`config.mk`:
```
export PLATFORM = sky130hd
export DESIGN_NAME = ramz_reader
export DESIGN_NICKNAME = d
export VERILOG_FILES = /design/src/rtl/ramz_reader.sv
export SDC_FILE = /design/constraint.sdc
export NUM_CORES = 1
export LEC_CHECK = 0
export ABC_AREA = 1
export CAP_MARGIN = 20
export CELL_PAD_IN_SITES_DETAIL_PLACEMENT = 0
export CELL_PAD_IN_SITES_GLOBAL_PLACEMENT = 1
export CORE_MARGIN = 2
export CORE_UTILIZATION = 46
export CTS_BUF_LIST = sky130_fd_sc_hd__clkbuf_16
export CTS_CLUSTER_SIZE = 8
export DETAILED_ROUTE_END_ITERATION = 10
export PLACE_DENSITY_LB_ADDON = 0.1
export SKIP_CTS_REPAIR_TIMING = 1
export SYNTH_ARGS = -nofsm -noshare
export SYNTH_HDL_FRONTEND = slang
export SYNTH_SLANG_ARGS = --single-unit
```
`constraint.sdc`:
```
create_clock -name clk -period 5.7 [get_ports clk]
set_clock_uncertainty 0.1 [all_clocks]
set_input_delay 1.14 -clock clk [delete_from_list [all_inputs] [get_ports clk]]
set_output_delay 1.14 -clock clk [all_outputs]
set_load 0.01 [all_outputs]
```
`src/rtl/ramz_reader.sv`:
```
// ramz_reader: burst read engine for ramz port B.
// Sequential reads, 2-deep latency pipe, 4-entry stream buffer.
module ramz_reader #(
  parameter int ADDR_W = 7,
  parameter int DATA_W = 32,
  parameter int LEN_W  = 8
) (
  input  logic              clk,
  input  logic              rst,
  input  logic              start,
  input  logic [ADDR_W-1:0] start_addr,
  input  logic [LEN_W-1:0]  len,
  output logic              busy,
  output logic              done,
  output logic [ADDR_W-1:0] ram_addr,
  input  logic [DATA_W-1:0] ram_dout,
  output logic [DATA_W-1:0] m_data,
  output logic              m_valid,
  input  logic              m_ready,
  output logic              m_last
);

  typedef enum logic [1:0] {
    IDLE,
    RUN,
    DRAIN
  } state_t;

  localparam logic [LEN_W-1:0] MAX_LEN = LEN_W'(1 << ADDR_W);

  state_t            state;
  logic [LEN_W-1:0]  rem;
  logic              v1;
  logic              t1;
  logic              v2;
  logic              t2;
  logic [DATA_W-1:0] buf_data [4];
  logic              buf_last [4];
  logic [1:0]        rd_ptr;
  logic [1:0]        wr_ptr;
  logic [2:0]        occ;

  logic [LEN_W-1:0]  len_c;
  logic [2:0]        total;
  logic              room;
  logic              push;
  logic              pop;

  // v1: address on ram_addr is a live read; v2: ram_dout is live
  assign push    = v2;
  assign m_valid = (occ != 3'd0);
  assign pop     = m_valid & m_ready;
  assign m_data  = buf_data[rd_ptr];
  assign m_last  = m_valid & buf_last[rd_ptr];
  assign len_c   = (len > MAX_LEN) ? MAX_LEN : len;
  assign total   = occ + {2'b0, v1} + {2'b0, v2};
  assign room    = (total < 3'd4);

  always_ff @(posedge clk) begin
    if (rst) begin
      state    <= IDLE;
      rem      <= '0;
      busy     <= 1'b0;
      done     <= 1'b0;
      ram_addr <= '0;
      v1       <= 1'b0;
      t1       <= 1'b0;
      v2       <= 1'b0;
      t2       <= 1'b0;
      rd_ptr   <= '0;
      wr_ptr   <= '0;
      occ      <= '0;
      for (int i = 0; i < 4; i++) begin
        buf_data[i] <= '0;
        buf_last[i] <= 1'b0;
      end
    end else begin
      done <= 1'b0;
      v1   <= 1'b0;
      t1   <= 1'b0;
      v2   <= v1;
      t2   <= t1;
      if (push) begin
        buf_data[wr_ptr] <= ram_dout;
        buf_last[wr_ptr] <= t2;
        wr_ptr           <= wr_ptr + 2'd1;
      end
      if (pop) begin
        rd_ptr <= rd_ptr + 2'd1;
      end
      occ <= occ + {2'b0, push} - {2'b0, pop};
      unique case (state)
        IDLE: begin
          if (start) begin
            if (len == '0) begin
              done <= 1'b1;
            end else begin
              ram_addr <= start_addr;
              v1       <= 1'b1;
              t1       <= (len_c == LEN_W'(1));
              rem      <= len_c - LEN_W'(1);
              busy     <= 1'b1;
              state    <= (len_c == LEN_W'(1)) ? DRAIN : RUN;
            end
          end
        end
        RUN: begin
          if (room) begin
            ram_addr <= ram_addr + ADDR_W'(1);
            v1       <= 1'b1;
            t1       <= (rem == LEN_W'(1));
            rem      <= rem - LEN_W'(1);
            if (rem == LEN_W'(1)) begin
              state <= DRAIN;
            end
          end
        end
        DRAIN: begin
          if (pop && m_last) begin
            state <= IDLE;
            busy  <= 1'b0;
            done  <= 1'b1;
          end
        end
        default: state <= IDLE;
      endcase
    end
  end

endmodule

```
==> flow_metrics.env <==
export IMPL_core_area_um2=15940
export IMPL_areaGrowthSynthToFinish_pct=23.42
export IMPL_fin_crit_ns=3.620
export IMPL_cts_buffer_depth=2
export IMPL_cts_max_level=4
export IMPL_irDropWorstVdd_uv=241.8
export IMPL_outcome="completed"
export IMPL_min_to="t2"
export IMPL_drive_above_1_share_pct=7.437
export IMPL_finalWeightedCongestion=0.8164
export IMPL_post_drt_wl_per_cell_um=15.94
export IMPL_reg2reg_setup_slack_ns=3.29
export IMPL_yosys_area_top_type_share_pct=52.73
export IMPL_worstPathArrival_ns=2.38
export IMPL_postSynthCellCount=784
export IMPL_cts_sinks=164
export IMPL_ant_nets=0
export IMPL_synth_nets=844
export IMPL_period_share_pct=63.52
export IMPL_fillCellCount=1371
export IMPL_dp_cells=1056
export IMPL_slew_viol_final=0
export IMPL_cp_required_ns=4.46
export IMPL_io_buffers=93
export IMPL_setup_ws_ns=2.080
export IMPL_place_area_um2=8608
export IMPL_first_pass_iters=5
export IMPL_routed_via_density=5.243
export IMPL_clock_root_buffer="clkbuf_16"
export IMPL_synth_edff_count=132
export IMPL_clock_fmax_ghz=0.2762
export IMPL_drc=0
export IMPL_die_height_um=131.8
export IMPL_synth_cell_types=39
export IMPL_r2r_end="buf_data[0][1]"
export IMPL_worstSkewPairLatency_ns=0.43
export IMPL_grt_overflow_total=0
export IMPL_drt_iter0_drc=405
export IMPL_start_kind="register"
export IMPL_drt_total_wl_mm=17.38
export IMPL_setup_tns_ns=0
export IMPL_end_kind="output port"
export IMPL_cts_tree="built"
export IMPL_synth_area_per_cell_um2=9.588
export IMPL_diodes=0
export IMPL_grt_max_degree=68
export IMPL_vias=5715
export IMPL_maxCapViolCount=0
export IMPL_layout_nets=921
export IMPL_setup_viol_count_final=0
export IMPL_hold_path_class="register to register"
export IMPL_grt_setup_unrepaired="false"
export IMPL_stdcell_area_um2=9278
export IMPL_start_util_pct=47.15
export IMPL_post_place_ws_ns=1.703
export IMPL_yosys_most_used_dff="edfxtp_1"
export IMPL_cts_buffers_inserted=17
export IMPL_power_leakage_uw=0.003617
export IMPL_track_usage_pct=20.41
export IMPL_worstReg2RegStart="push"
export IMPL_path_max_fanout=66
export IMPL_syn_area_um2=7517
export IMPL_final_cells=1090
export IMPL_yosysTopAreaCell="edfxtp_1"
export IMPL_finalHoldViolCount=0
export IMPL_ys_async_sr_fraction_pct=0
export IMPL_ys_seq_area_share_pct=61.25
export IMPL_synth_seq_cells=164
export IMPL_fp_row_count=46
export IMPL_synth_area_leaders="edfxtp_1 (53%), nor2_1 (10%), dfxtp_1 (8.5%)"
export IMPL_clk_pin_slew_ns=0.06
export IMPL_rr_worst_depth=7
export IMPL_hold_start="t1"
export IMPL_ios=94
export IMPL_p_per_area_nw_per_um2=390.9
export IMPL_yosys_warnings=0
export IMPL_criticalPathCategory="register to output port"
export IMPL_dp_final_hpwl_mm=10.44
export IMPL_grt_pass1_wl_mm=28.10
export IMPL_grt_pass1_vias=5667
export IMPL_dieArea_um2=17380
export IMPL_hold_depth=2
export IMPL_relSlewSlack_pct=33.28
export IMPL_tightest_slew_ns=0.9973
export IMPL_antenna_found_initial=0
export IMPL_die_x_um=131.8
## metrics by stage
stage	util [%]	hold WS (ns)	power, µW
finish	58.19	0.3058	3626
global route	58.19	0.3200	3795
CTS	57.85	0.3107	3625
detailed placement	53.99	0.2984	2438
global placement	53.87	0.2975	2421
floorplan	-	0.2883	2014
## layout by cell type (no fill, tap or decap), drive strengths merged, types with 7 or more instances in the layout
master,count
clkinv,7
clkbuf,17
o21ai,92
edfxtp,132
o22ai,32
nand2,60
a21oi,24
clkdlybuf4s50,93
ha,8
nor3,35
buf,9
nand3,24
nor2,206
dfxtp,32
inv,75
## area by class of cell
type	count	area, µm²	area share [%]
inverter	72	272.8	2.940
sequential	164	4606	49.64
multi-input combinational	504	2464	26.55
timing repair buffer	102	1051	11.33
clock buffer	17	425.4	4.585
tap	216	270.3	2.913
clock inverter	15	188.9	2.036
## critical path, stage by stage (launching register included)
cell	delay (ns)
dfxtp_2	0.33
buf_4	0.53
o21ai_0	0.23
o22ai_1	0.26
clkdlybuf4s50_1	0.58
## flip-flops by register name (all words and copies together) (netlist names), 2 cells and up, named ones only
name,count
buf_data,128
rem,8
ram_addr,7
buf_last,4
occ,3
rd_ptr,2
state,2
wr_ptr,2
## power by group
group / leakage, µW / internal (µW) / total [µW] / switching [µW]
Sequential: 0.00163 / 1380 / 1440 / 56.2
Combinational: 0.00168 / 439 / 993 / 554
Clock: 0.000307 / 728 / 1190 / 465
Total: 0.00362 / 2550 / 3630 / 1080
## layer usage
| layer | up-vias | track usage [%] | part of all wire [%] |
|---|---|---|---|
| met4 | 0 | 7.367 | 1.6 |
| met3 | 20 | 4.075 | 4.8 |
| met1 | 2707 | 25.53 | 44 |
| met5 | - | 0 | 0 |
| met2 | 165 | 35.28 | 49 |
| li1 | 2823 | - | - |
## synthesized netlist by cell type (all sizes together), types with 2 or more instances
master and count:
nor2 206, nand3b 2, nand4 4, xor2 2, clkbuf 26, a21oi 24, nand3 24, buf 18
xnor2 4, or2 2, dfxtp 32, nand2 60, o22ai 32, o21ai 92, inv 72, ha 8
nor3 35, o211a 2, edfxtp 132
## cells by family (layout without fill, tap and decap cells)
| group | count (synthesis) | count (layout) | share of synthesized area [%] |
|---|---|---|---|
| simple gates | 334 | 334 | 18.56 |
| flops | 164 | 164 | 61.25 |
| compound gates | 154 | 154 | 11.53 |
| buf+inv | 116 | 206 | 6.225 |
| fa+ha+maj | 9 | 9 | 1.598 |
| xor+xnor | 6 | 6 | 0.6991 |
| mux | 1 | 1 | 0.1332 |
## how the worst max path moves through the flow
stage	slack (ns)	end	cells after the start
floorplan	2.23	buf_data[1][0]	2
global route	1.90	m_last	6
global placement	1.78	buf_data[3][18]	3
detailed placement	1.70	buf_data[3][30]	3
CTS	1.81	m_data[31]	4
finish	2.08	m_data[8]	4
Note: power is estimated with default switching activity, not from simulation.
